**config.mk**
```make
export PLATFORM = sky130hd
export DESIGN_NAME = rom_reader
export DESIGN_NICKNAME = d
export VERILOG_FILES = /design/src/rtl/rom_reader_pkg.sv /design/src/rtl/rom_reader_sync_fifo.sv /design/src/rtl/rom_reader.sv
export SDC_FILE = /design/constraint.sdc
export NUM_CORES = 1
export LEC_CHECK = 0
export CORE_MARGIN = 1.5
export CORE_UTILIZATION = 30
export CTS_BUF_LIST = sky130_fd_sc_hd__clkbuf_4 sky130_fd_sc_hd__clkbuf_8
export DETAILED_ROUTE_END_ITERATION = 10
export HOLD_SLACK_MARGIN = 0.15
export PLACE_DENSITY = 0.55
export SLEW_MARGIN = 25
export SYNTH_ARGS = -nofsm -noshare
export SYNTH_HDL_FRONTEND = slang
export SYNTH_SLANG_ARGS = --single-unit
export TNS_END_PERCENT = 20
```
**constraint.sdc**
```tcl
create_clock -name clk -period 2.8 [get_ports clk]
set_clock_uncertainty 0.1 [all_clocks]
set_input_delay 0.84 -clock clk [delete_from_list [all_inputs] [get_ports clk]]
set_output_delay 0.84 -clock clk [all_outputs]
set_load 0.005 [all_outputs]
```
**src/rtl/rom_reader_pkg.sv**
```systemverilog
// Shared types and default widths for the ROM sweep reader.
// Imported by rom_reader and its output FIFO.
package rom_reader_pkg;

    localparam int DEF_ADDR_WIDTH = 8;
    localparam int DEF_DATA_WIDTH = 8;
    localparam int DEF_FIFO_DEPTH = 4;
    localparam int DEF_SUM_WIDTH  = DEF_DATA_WIDTH + DEF_ADDR_WIDTH + 1;

    typedef enum logic [1:0] {
        IDLE  = 2'd0,
        READ  = 2'd1,
        DRAIN = 2'd2,
        DONE  = 2'd3
    } state_t;

endpackage

```
**src/rtl/rom_reader_sync_fifo.sv**
```systemverilog
// Small synchronous FIFO with head-of-queue read port.
// Head data reads as zero while empty.
module sync_fifo
    import rom_reader_pkg::*;
#(
    parameter int DATA_WIDTH = DEF_DATA_WIDTH,
    parameter int FIFO_DEPTH = DEF_FIFO_DEPTH,
    localparam int PW = $clog2(FIFO_DEPTH),
    localparam int CW = PW + 1
) (
    input  logic                  clk,
    input  logic                  resetn,
    input  logic                  i_push,
    input  logic [DATA_WIDTH-1:0] i_push_data,
    input  logic                  i_pop,
    output logic                  o_full,
    output logic                  o_empty,
    output logic [CW-1:0]         o_count,
    output logic [DATA_WIDTH-1:0] o_head
);

    logic [DATA_WIDTH-1:0] r_mem [FIFO_DEPTH];
    logic [PW-1:0]         r_wr_ptr;
    logic [PW-1:0]         r_rd_ptr;
    logic [CW-1:0]         r_count;

    always_ff @(posedge clk) begin
        if (i_push) begin
            r_mem[r_wr_ptr] <= i_push_data;
        end
    end

    always_ff @(posedge clk or negedge resetn) begin
        if (!resetn) begin
            r_wr_ptr <= '0;
            r_rd_ptr <= '0;
            r_count  <= '0;
        end else begin
            if (i_push) begin
                r_wr_ptr <= r_wr_ptr + PW'(1);
            end
            if (i_pop) begin
                r_rd_ptr <= r_rd_ptr + PW'(1);
            end
            if (i_push && !i_pop) begin
                r_count <= r_count + CW'(1);
            end else if (i_pop && !i_push) begin
                r_count <= r_count - CW'(1);
            end
        end
    end

    assign o_full  = (r_count == CW'(FIFO_DEPTH));
    assign o_empty = (r_count == '0);
    assign o_count = r_count;
    assign o_head  = o_empty ? '0 : r_mem[r_rd_ptr];

endmodule

```
**src/rtl/rom_reader.sv**
```systemverilog
// Sweeps a ROM address window, streams the words out through a
// FIFO and keeps a running sum of everything read.
module rom_reader
    import rom_reader_pkg::*;
#(
    parameter int ADDR_WIDTH = DEF_ADDR_WIDTH,
    parameter int DATA_WIDTH = DEF_DATA_WIDTH,
    parameter int FIFO_DEPTH = DEF_FIFO_DEPTH,
    parameter int SUM_WIDTH  = DATA_WIDTH + ADDR_WIDTH + 1
) (
    input  logic                  clk,
    input  logic                  resetn,
    input  logic                  start,
    input  logic [ADDR_WIDTH-1:0] base_addr,
    input  logic [ADDR_WIDTH:0]   length,
    output logic                  busy,
    output logic                  done,
    output logic [SUM_WIDTH-1:0]  sum,
    output logic [ADDR_WIDTH-1:0] rom_addr,
    output logic                  rom_ce,
    output logic                  rom_ren,
    input  logic [DATA_WIDTH-1:0] rom_data,
    output logic [DATA_WIDTH-1:0] out_data,
    output logic                  out_valid,
    input  logic                  out_ready
);

    localparam int CW = $clog2(FIFO_DEPTH) + 1;

    state_t                r_state;
    state_t                w_next;
    logic [ADDR_WIDTH-1:0] r_cur_addr;
    logic [ADDR_WIDTH:0]   r_remaining;
    logic [SUM_WIDTH-1:0]  r_sum;
    logic                  w_rd;
    logic                  w_pop;
    logic                  w_full;
    logic                  w_empty;
    logic [CW-1:0]         w_count;
    logic [DATA_WIDTH-1:0] w_head;
    logic                  w_accept;

    assign w_accept = (r_state == IDLE) && start;
    assign w_pop    = !w_empty && out_ready;

    always_comb begin
        w_next = r_state;
        w_rd   = 1'b0;
        unique case (r_state)
            IDLE: begin
                if (start) begin
                    w_next = (length == '0) ? DONE : READ;
                end
            end
            READ: begin
                w_rd = !w_full;
                if (w_rd && r_remaining == (ADDR_WIDTH+1)'(1)) begin
                    w_next = DRAIN;
                end
            end
            // Leave as the last word pops so done lands the next cycle.
            DRAIN: begin
                if (w_empty || (w_count == CW'(1) && w_pop)) begin
                    w_next = DONE;
                end
            end
            DONE: begin
                w_next = IDLE;
            end
            default: begin
                w_next = IDLE;
            end
        endcase
    end

    always_ff @(posedge clk or negedge resetn) begin
        if (!resetn) begin
            r_state     <= IDLE;
            r_cur_addr  <= '0;
            r_remaining <= '0;
            r_sum       <= '0;
        end else begin
            r_state <= w_next;
            if (w_accept) begin
                r_cur_addr  <= base_addr;
                r_remaining <= length;
                r_sum       <= '0;
            end else if (w_rd) begin
                r_cur_addr  <= r_cur_addr + ADDR_WIDTH'(1);
                r_remaining <= r_remaining - (ADDR_WIDTH+1)'(1);
                r_sum       <= r_sum + SUM_WIDTH'(rom_data);
            end
        end
    end

    sync_fifo #(
        .DATA_WIDTH (DATA_WIDTH),
        .FIFO_DEPTH (FIFO_DEPTH)
    ) u_fifo (
        .clk         (clk),
        .resetn      (resetn),
        .i_push      (w_rd),
        .i_push_data (rom_data),
        .i_pop       (w_pop),
        .o_full      (w_full),
        .o_empty     (w_empty),
        .o_count     (w_count),
        .o_head      (w_head)
    );

    assign busy      = (r_state == READ) || (r_state == DRAIN);
    assign done      = (r_state == DONE);
    assign sum       = r_sum;
    assign rom_addr  = r_cur_addr;
    assign rom_ce    = w_rd;
    assign rom_ren   = w_rd;
    assign out_data  = w_head;
    assign out_valid = !w_empty;

endmodule

```
==> results.tsv, run 1 <==
stage	metric	value	unit
sta	Final Slew Violations	0	
cells_and_area	Final Cell Area	5180	um^2
sta	worst slew pin tran	0.593	ns
worst_setup_path	Worst Path Arrival	2.93	ns
worst_setup_path	CP Launch Type	primary input	
worst_setup_path	critical path capture point type	flop	
yosys	Synth Cell Area	3900	um^2
yosys	synth top area cells	dfrtp_1 (28%), edfxtp_1 (25%), ha_1 (8.0%)	
status	outcome	completed	
yosys	Syn. warnings	0	
cells_and_area	final std cells w/o fill	612	
worst_setup_path	Reg2Reg Depth	8	
place	PortBufs	66	
yosys	main combinational cell family by area after synthesis	simple AND/OR/NAND/NOR gates	
worst_setup_path	Stages on worst setup path	9	
worst_setup_path	Slowest cell on crit path	clkdlybuf4s50_1	
worst_setup_path	CP max FO	5	
die	Std-Cell Rows	41	
cells_and_area	fill count	1246	
yosys	cell taking the most area after synthesis	dfrtp_1	
clock_tree	cts hold-fix bufs	0	
clock_tree	worst skew pair latency	0.35	ns
sta	period utilization	0.987	
die	number of I/O pins	67	
route	Vias per Instance	4.76	
yosys	Gate Count Post-Synth	344	
worst_setup_path	most used cell, CP	buf_4	
sta	Hold Fails Final Rpt	0	
power	power per cell area	1000	nW/um^2
clock_tree	CTS tree	done	
route	Initial DRT Pass Iterations	4	
die	die extent in y	117	um
cells_and_area	area of the multi-input gates	1830	um^2
place	HPWL Detailed	6.28	mm
place	worst slack, placed	-0.339	ns
place	dpl cell area	4920	um^2
worst_setup_path	max incr delay on CP	0.54	ns
sta	final worst setup slack	0.0351	ns
sta	Final Setup Violations	0	
grt	initial antenna violation count	0	
yosys	Avg Cell Area, Syn	11.3	um^2
sta	RSZ-0062 raised after global routing	yes	
route	WL per Instance	14.9	um
run	max-cap violations	0	
yosys	Synth Area in Compound Gates	0.109	
route	DRT iter0 DRCs	126	
worst_setup_path	Req. time, crit path	2.97	ns
yosys	Net Count, Synth	399	
grt	Total GRT Usage	0.139	
sta	Slew headroom	0.605	
yosys	Adder-Cell Fraction of Synth Area	0.0854	
grt	largest net degree at the start of global routing	44	
grt	global-route wire length before repair	14.4	mm
cells_and_area	Nets	491	
clock_tree	clk buf depth	2	
clock_tree	total CTS buffers	9	
yosys	Synth top area share	0.276	
yosys	Synth async-reset ratio	0.573	
yosys	post-synthesis simple-gate area fraction	0.144	
yosys	Primary FF master, synth	dfrtp_1	
grt	gr ovfl total	0	
route	final wirelength	9.14	mm
yosys	Post-synth EDFFs	32	
sta	Achievable Freq	362	MHz
clock_tree	clk slew on worst S/H paths	0.08	ns
cells_and_area	FF+latch area	2040	um^2
die	initial core utilization	0.307	
clock_tree	H-tree levels	3	
power	IR Drop Worst-Case VDD	0.341	mV
yosys	Yosys cell types	46	
place	Post-Place Cells	594	
cells_and_area	Area growth, synth to finish	33.0	%
worst_setup_path	kind of critical path	in2reg	
power	Total Power	5.20	mW
die	core area	12700	um^2
route	Final ANT Viol Nets	0	
sta	Period minus WS final	2.76	ns
die	DIE AREA	13700	um^2
yosys	Seq/Total Area, Yosys	0.523	
place	Final Wtd Congestion	0.823	
yosys	register bit total from synthesis	75	
route	DR DRC count	0	
hold_path	worst hold path class	reg2reg	
clock_tree	Num Clock Sinks	75	
cells_and_area	ant diodes	0	
worst_setup_path	Critical Path, Cell by Cell	clkdlybuf4s50_1 > ha_4 > buf_4 > a2111oi_0 > a21oi_1 > o21ai_2 > buf_4 > or4_4 > a21oi_2	
clock_tree	clk root buf	clkbuf_8	
worst_setup_path	CP bufs+invs	3	
yosys	multiplexer share of the synthesized area	0.0565	
yosys	synth cell count leaders	dfrtp_1 (43), nand2_1 (43), edfxtp_1 (32), o21ai_0 (29), ha_1 (25)	
grt	vias in the first global route	2952	
worst_setup_path	CP delay by family, top	buffers and inverters	
power	leakage power	2.04	nW
die	die width	117	um
hold_path	Hold Path Cell Cnt	2	
route	DR vias	2914	
cells_and_area	share of layout cells above drive strength 1	0.159	
yosys	Synth Area in XOR/XNOR	0.0517	
kinds of logic (layout without fill, tap and decap cells):
logic type      Yosys count  count (layout)
fa+ha+maj                26              26
mux                      12              12
compound gates           70              70
xor+xnor                 23              23
simple gates            111             111
buf+inv                  27             123
flops                    75              75
metal layers:
metal | part of all wire | vias to the layer above | routed length, um | track usage
met5 | 0 | - | 0 | 0
li1 | - | 1426 | - | -
met2 | 0.49 | 54 | 4490 | 0.228
met1 | 0.47 | 1429 | 4280 | 0.183
met3 | 0.034 | 5 | 312 | 0.0288
met4 | 0.0073 | 0 | 67 | 0.0458
worst register-to-register path, stage by stage (launching register included):
cell	delay, ns
dfrtp_1	0.41
inv_2	0.09
ha_1	0.16
a21bo_1	0.23
inv_2	0.08
buf_4	0.33
nand3_1	0.24
or4_4	0.56
a21oi_2	0.15
timing repair:
item | CTS | global route
endpoints found under the setup margin | 11 | 14
pin swaps | 0 | 4
buffers inserted | 2 | 0
gates resized for setup | 12 | 17
cloned | 0 | 1
where the power goes:
part	switching (mW)	total [mW]	internal, mW	leakage, nW
registers	0.311	1.83	1.52	0.830
clock network	0.424	0.743	0.319	0.0795
logic	1.23	2.62	1.39	1.13
registers in the layout, summed over array words and instances (netlist names):
signal / cells
u_fifo.r_wr_ptr: 2
r_remaining: 9
sum: 17
rom_addr: 8
u_fifo.o_count: 3
r_state: 2
u_fifo.r_rd_ptr: 2
u_fifo.r_mem: 32
cell type report:
class / count / share of cell area
clock buffer: 9 / 0.0239
clock inverter: 6 / 0.00797
inverter: 13 / 0.00942
multi-input combinational: 242 / 0.352
sequential: 75 / 0.393
tap: 172 / 0.0415
timing repair buffer: 95 / 0.172
cell usage in the layout (no fill, tap or decap), drive strengths merged, types with 2 or more instances in the layout:
cell type      instances
inv                   15
dfrtp                 43
dlygate4sd2            7
clkdlybuf4s50         55
nor3                   3
o21ai                 30
xor2                  11
a21oi                 19
or3                    5
a31oi                  3
ha                    25
nand4                  4
buf                   30
a211oi                 5
a2111o                 2
nand4b                 2
clkinv                 2
nand3                 10
nand2b                 2
nor4                   2
and2                  14
or4                    5
nor2                  17
clkinvlp               2
xnor2                 12
mux4                   8
clkdlybuf4s15          2
edfxtp                32
o31ai                  2
clkbuf                 9
nand2                 43
mux2i                  4
through the flow:
stage / setup TNS, ns / hold WS, ns / util
5_1_grt: -0.166 / 0.473 / 0.409
3_3_place_gp: -2.22 / 0.402 / 0.388
3_5_place_dp: -2.93 / 0.415 / 0.388
2_1_floorplan: 0 / 0.375 / -
6_report: 0 / 0.428 / 0.409
4_1_cts: 0 / 0.436 / 0.402
worst paths after layout:
| kind | from | slack, ns | endpoint |
|---|---|---|---|
| max reg2reg | r_state[1] | 0.37 | sum[12] |
| min | u_fifo.o_count[1] | 0.43 | u_fifo.o_count[1] |
| max | rom_data[5] | 0.04 | sum[12] |
| max in group asynchronous | resetn | 1.72 | u_fifo.o_count[1] |
| min reg2reg | u_fifo.o_count[1] | 0.43 | u_fifo.o_count[1] |
| min in group asynchronous | resetn | 0.48 | sum[1] |
Power figures use the tool's default switching activity.
==> run 2, diff against run 1 <==
==> constraint.sdc (replaced) <==
create_clock -name clk -period 2.8 [get_ports clk]
set_clock_uncertainty 0.1 [all_clocks]
set_input_delay 0.28 -clock clk [delete_from_list [all_inputs] [get_ports clk]]
set_output_delay 0.28 -clock clk [all_outputs]
set_load 0.005 [all_outputs]
==> run 2 against run 1 <==
Effect of this change:
- cell area is 3.6% lower
- count of clock-buffer cells in the layout up 1
- sequential power about the same
- first-iteration DRC count up 27%
- fmax is 3.9% higher
- utilization decreased by 1.5 points
- non-clock buffer count fell by 19
- total power decreased by 1.4%
- final cell count decreased by 2.9%
- die area unchanged
- critical path type is now reg2out
- critical endpoint is now rom_ce
- largest cell class unchanged
==> results.tsv, run 2 (same netlist as run 1, synthesis figures left out) <==
stage	metric	value	unit	change
worst_setup_path	Worst Path Arrival	2.28	ns	was 2.93 ns
worst_setup_path	CP Launch Type	flop		was primary input
die	core area	12700	um^2	unchanged
worst_setup_path	kind of critical path	reg2out		was in2reg
clock_tree	worst skew pair latency	0.35	ns	about the same
worst_setup_path	critical path capture point type	output port		was flop
grt	initial antenna violation count	0		unchanged
sta	RSZ-0062 raised after global routing	no		was yes
worst_setup_path	reg-to-reg startpoint	u_fifo.o_count[0]		was r_state[1]
route	Vias per Instance	4.79		was 4.76
cells_and_area	register with the most flip-flops	u_fifo.r_mem		unchanged
sta	Hold Fails Final Rpt	0		unchanged
sta	Final Slew Violations	0		unchanged
run	max-cap violations	0		unchanged
cells_and_area	ant diodes	0		unchanged
route	WL per Instance	14.8	um	was 14.9 um
route	final wirelength	8.79	mm	was 9.14 mm
die	number of I/O pins	67		unchanged
place	Final Wtd Congestion	0.780		was 0.823
status	outcome	completed		unchanged
worst_setup_path	Worst Setup SP	u_fifo.o_count[0]		was rom_data[5]
route	DRT iter0 DRCs	160		was 126
worst_setup_path	CP max FO	22		was 5
worst_setup_path	Req. time, crit path	2.42	ns	was 2.97 ns
cells_and_area	Area growth, synth to finish	28.2	%	was 33.0%
sta	worst slew pin tran	0.669	ns	was 0.593 ns
die	Std-Cell Rows	41		unchanged
clock_tree	Num Clock Sinks	75		unchanged
cells_and_area	final std cells w/o fill	594		was 612
die	die width	117	um	unchanged
sta	Final Setup Violations	0		unchanged
grt	global-route wire length before repair	14.1	mm	was 14.4 mm
sta	Period minus WS final	2.66	ns	was 2.76 ns
place	HPWL Detailed	6.24	mm	was 6.28 mm
cells_and_area	most frequent cells in the layout	clkdlybuf4s50_1 (65), nand2_1 (43), dfrtp_1 (43), edfxtp_1 (32), o21ai_0 (29)		was clkdlybuf4s50_1 (55), nand2_1 (43), dfrtp_1 (43), edfxtp_1 (32), o21ai_0 (29)
power	power per cell area	1030	nW/um^2	was 1000 nW/um^2
clock_tree	clk buf depth	2		unchanged
sta	final worst setup slack	0.138	ns	was 0.0351 ns
cells_and_area	commonest non-fill, non-tap cell in the layout	clkdlybuf4s50_1		unchanged
grt	gr ovfl total	0		unchanged
die	die extent in y	117	um	unchanged
clock_tree	H-tree levels	3		unchanged
power	IR Drop Worst-Case VDD	0.354	mV	was 0.341 mV
place	worst slack, placed	0.165	ns	was -0.339 ns
grt	met3 Track Usage GR	0.0252		was 0.0288
cells_and_area	max reg flops	32		unchanged
sta	Slew headroom	0.554		was 0.605
clock_tree	clk root buf	clkbuf_8		unchanged
die	initial core utilization	0.307		unchanged
grt	Total GRT Usage	0.137		was 0.139
place	PortBufs	66		unchanged
sta	Achievable Freq	376	MHz	was 362 MHz
grt	vias in the first global route	2762		was 2952
clock_tree	CTS tree	done		unchanged
route	Initial DRT Pass Iterations	4		unchanged
grt	largest net degree at the start of global routing	31		was 44
sta	period utilization	0.951		was 0.987
die	DIE AREA	13700	um^2	unchanged
sta	worst hold margin	0.375	ns	was 0.428 ns
grt	met1 Track Usage GR	0.187		was 0.183
route	DR DRC count	0		unchanged
sta	setup_tns	0	ns	unchanged
cells_and_area	Nets	472		was 491
power	leakage power	1.95	nW	was 2.04 nW
grt	met2 usage	0.216		was 0.228
route	Final ANT Viol Nets	0		unchanged
hold_path	worst hold path class	in2async		was reg2reg
place	Post-Place Cells	577		was 594
clock_tree	clk slew on worst S/H paths	0.09	ns	was 0.08 ns
route	DR vias	2843		was 2914
grt	GR peak layer	met2		unchanged
cells_and_area	share of layout cells above drive strength 1	0.0877		was 0.159
clock_tree	total CTS buffers	9		unchanged
## run 2: cell types whose count changed in the layout (fill, tap and decap cells not counted), sizes merged
cell / previous run / this run
buf: 30 / 10
bufinv: 0 / 1
clkbuf: 9 / 10
clkdlybuf4s15: 2 / 0
clkdlybuf4s50: 55 / 65
clkinvlp: 2 / 0
dlygate4sd2: 7 / 0
dlygate4sd3: 0 / 1
dlymetal6s2s: 1 / 0
inv: 15 / 16
## run 2: cell type report
class / instances / area [um^2]
Multi-Input combinational cell: 242 / 1740
Tap cell: 172 / 215
Sequential cell: 75 / 2040
Timing Repair Buffer: 76 / 749
Clock buffer: 10 / 131
Fill cell: 1273 / 7680
Inverter: 13 / 48.8
Clock inverter: 6 / 71.3
## run 2: metrics by stage
stage	instance area, um^2	total power [mW]	util
after floorplan	3900	3.29	-
after global placement	4780	4.25	0.377
after detailed placement	4780	4.29	0.377
after CTS	4990	5.19	0.394
after global routing	4990	5.55	0.394
final	4990	5.12	0.394
## run 2: per-layer routing
metal | vias to the layer above | routed length (um)
met5 | - | 0
met4 | 0 | 115
met3 | 9 | 287
met2 | 55 | 4060
met1 | 1388 | 4320
li1 | 1391 | -
## run 2: worst max-delay path: stages (launching register included)
cell	delay, ns
dfrtp_1	0.42
inv_1	0.09
ha_1	0.25
a21bo_1	0.29
inv_1	0.12
buf_6	0.22
clkdlybuf4s50_1	0.54
## run 2: path summary, 6_finish.rpt
check                           slack (ns)           endpoint  cells past startpoint
worst max-delay path                  0.14             rom_ce                      6
worst min-delay path                  0.37             sum[1]                      2
min in group clk                      0.38        rom_addr[0]                      3
worst max register to register        0.38            sum[12]                      8
max in group asynchronous             1.59     r_remaining[5]                      3
worst min register to register        0.43  u_fifo.o_count[1]                      2
## run 2: what timing repair did
| action | 4_1_cts | 5_1_grt |
|---|---|---|
| hold endpoints to repair | 20 | 0 |
| gates resized for setup | 0 | 1 |
| hold buffers | 1 | 0 |
| setup buffers | 0 | 0 |
| endpoints found under the setup margin | 0 | 2 |
## run 2: power by group
group	internal, mW	switching, mW
combinational	1.27	1.16
sequential	1.52	0.304
clock	0.433	0.437
total	3.22	1.90
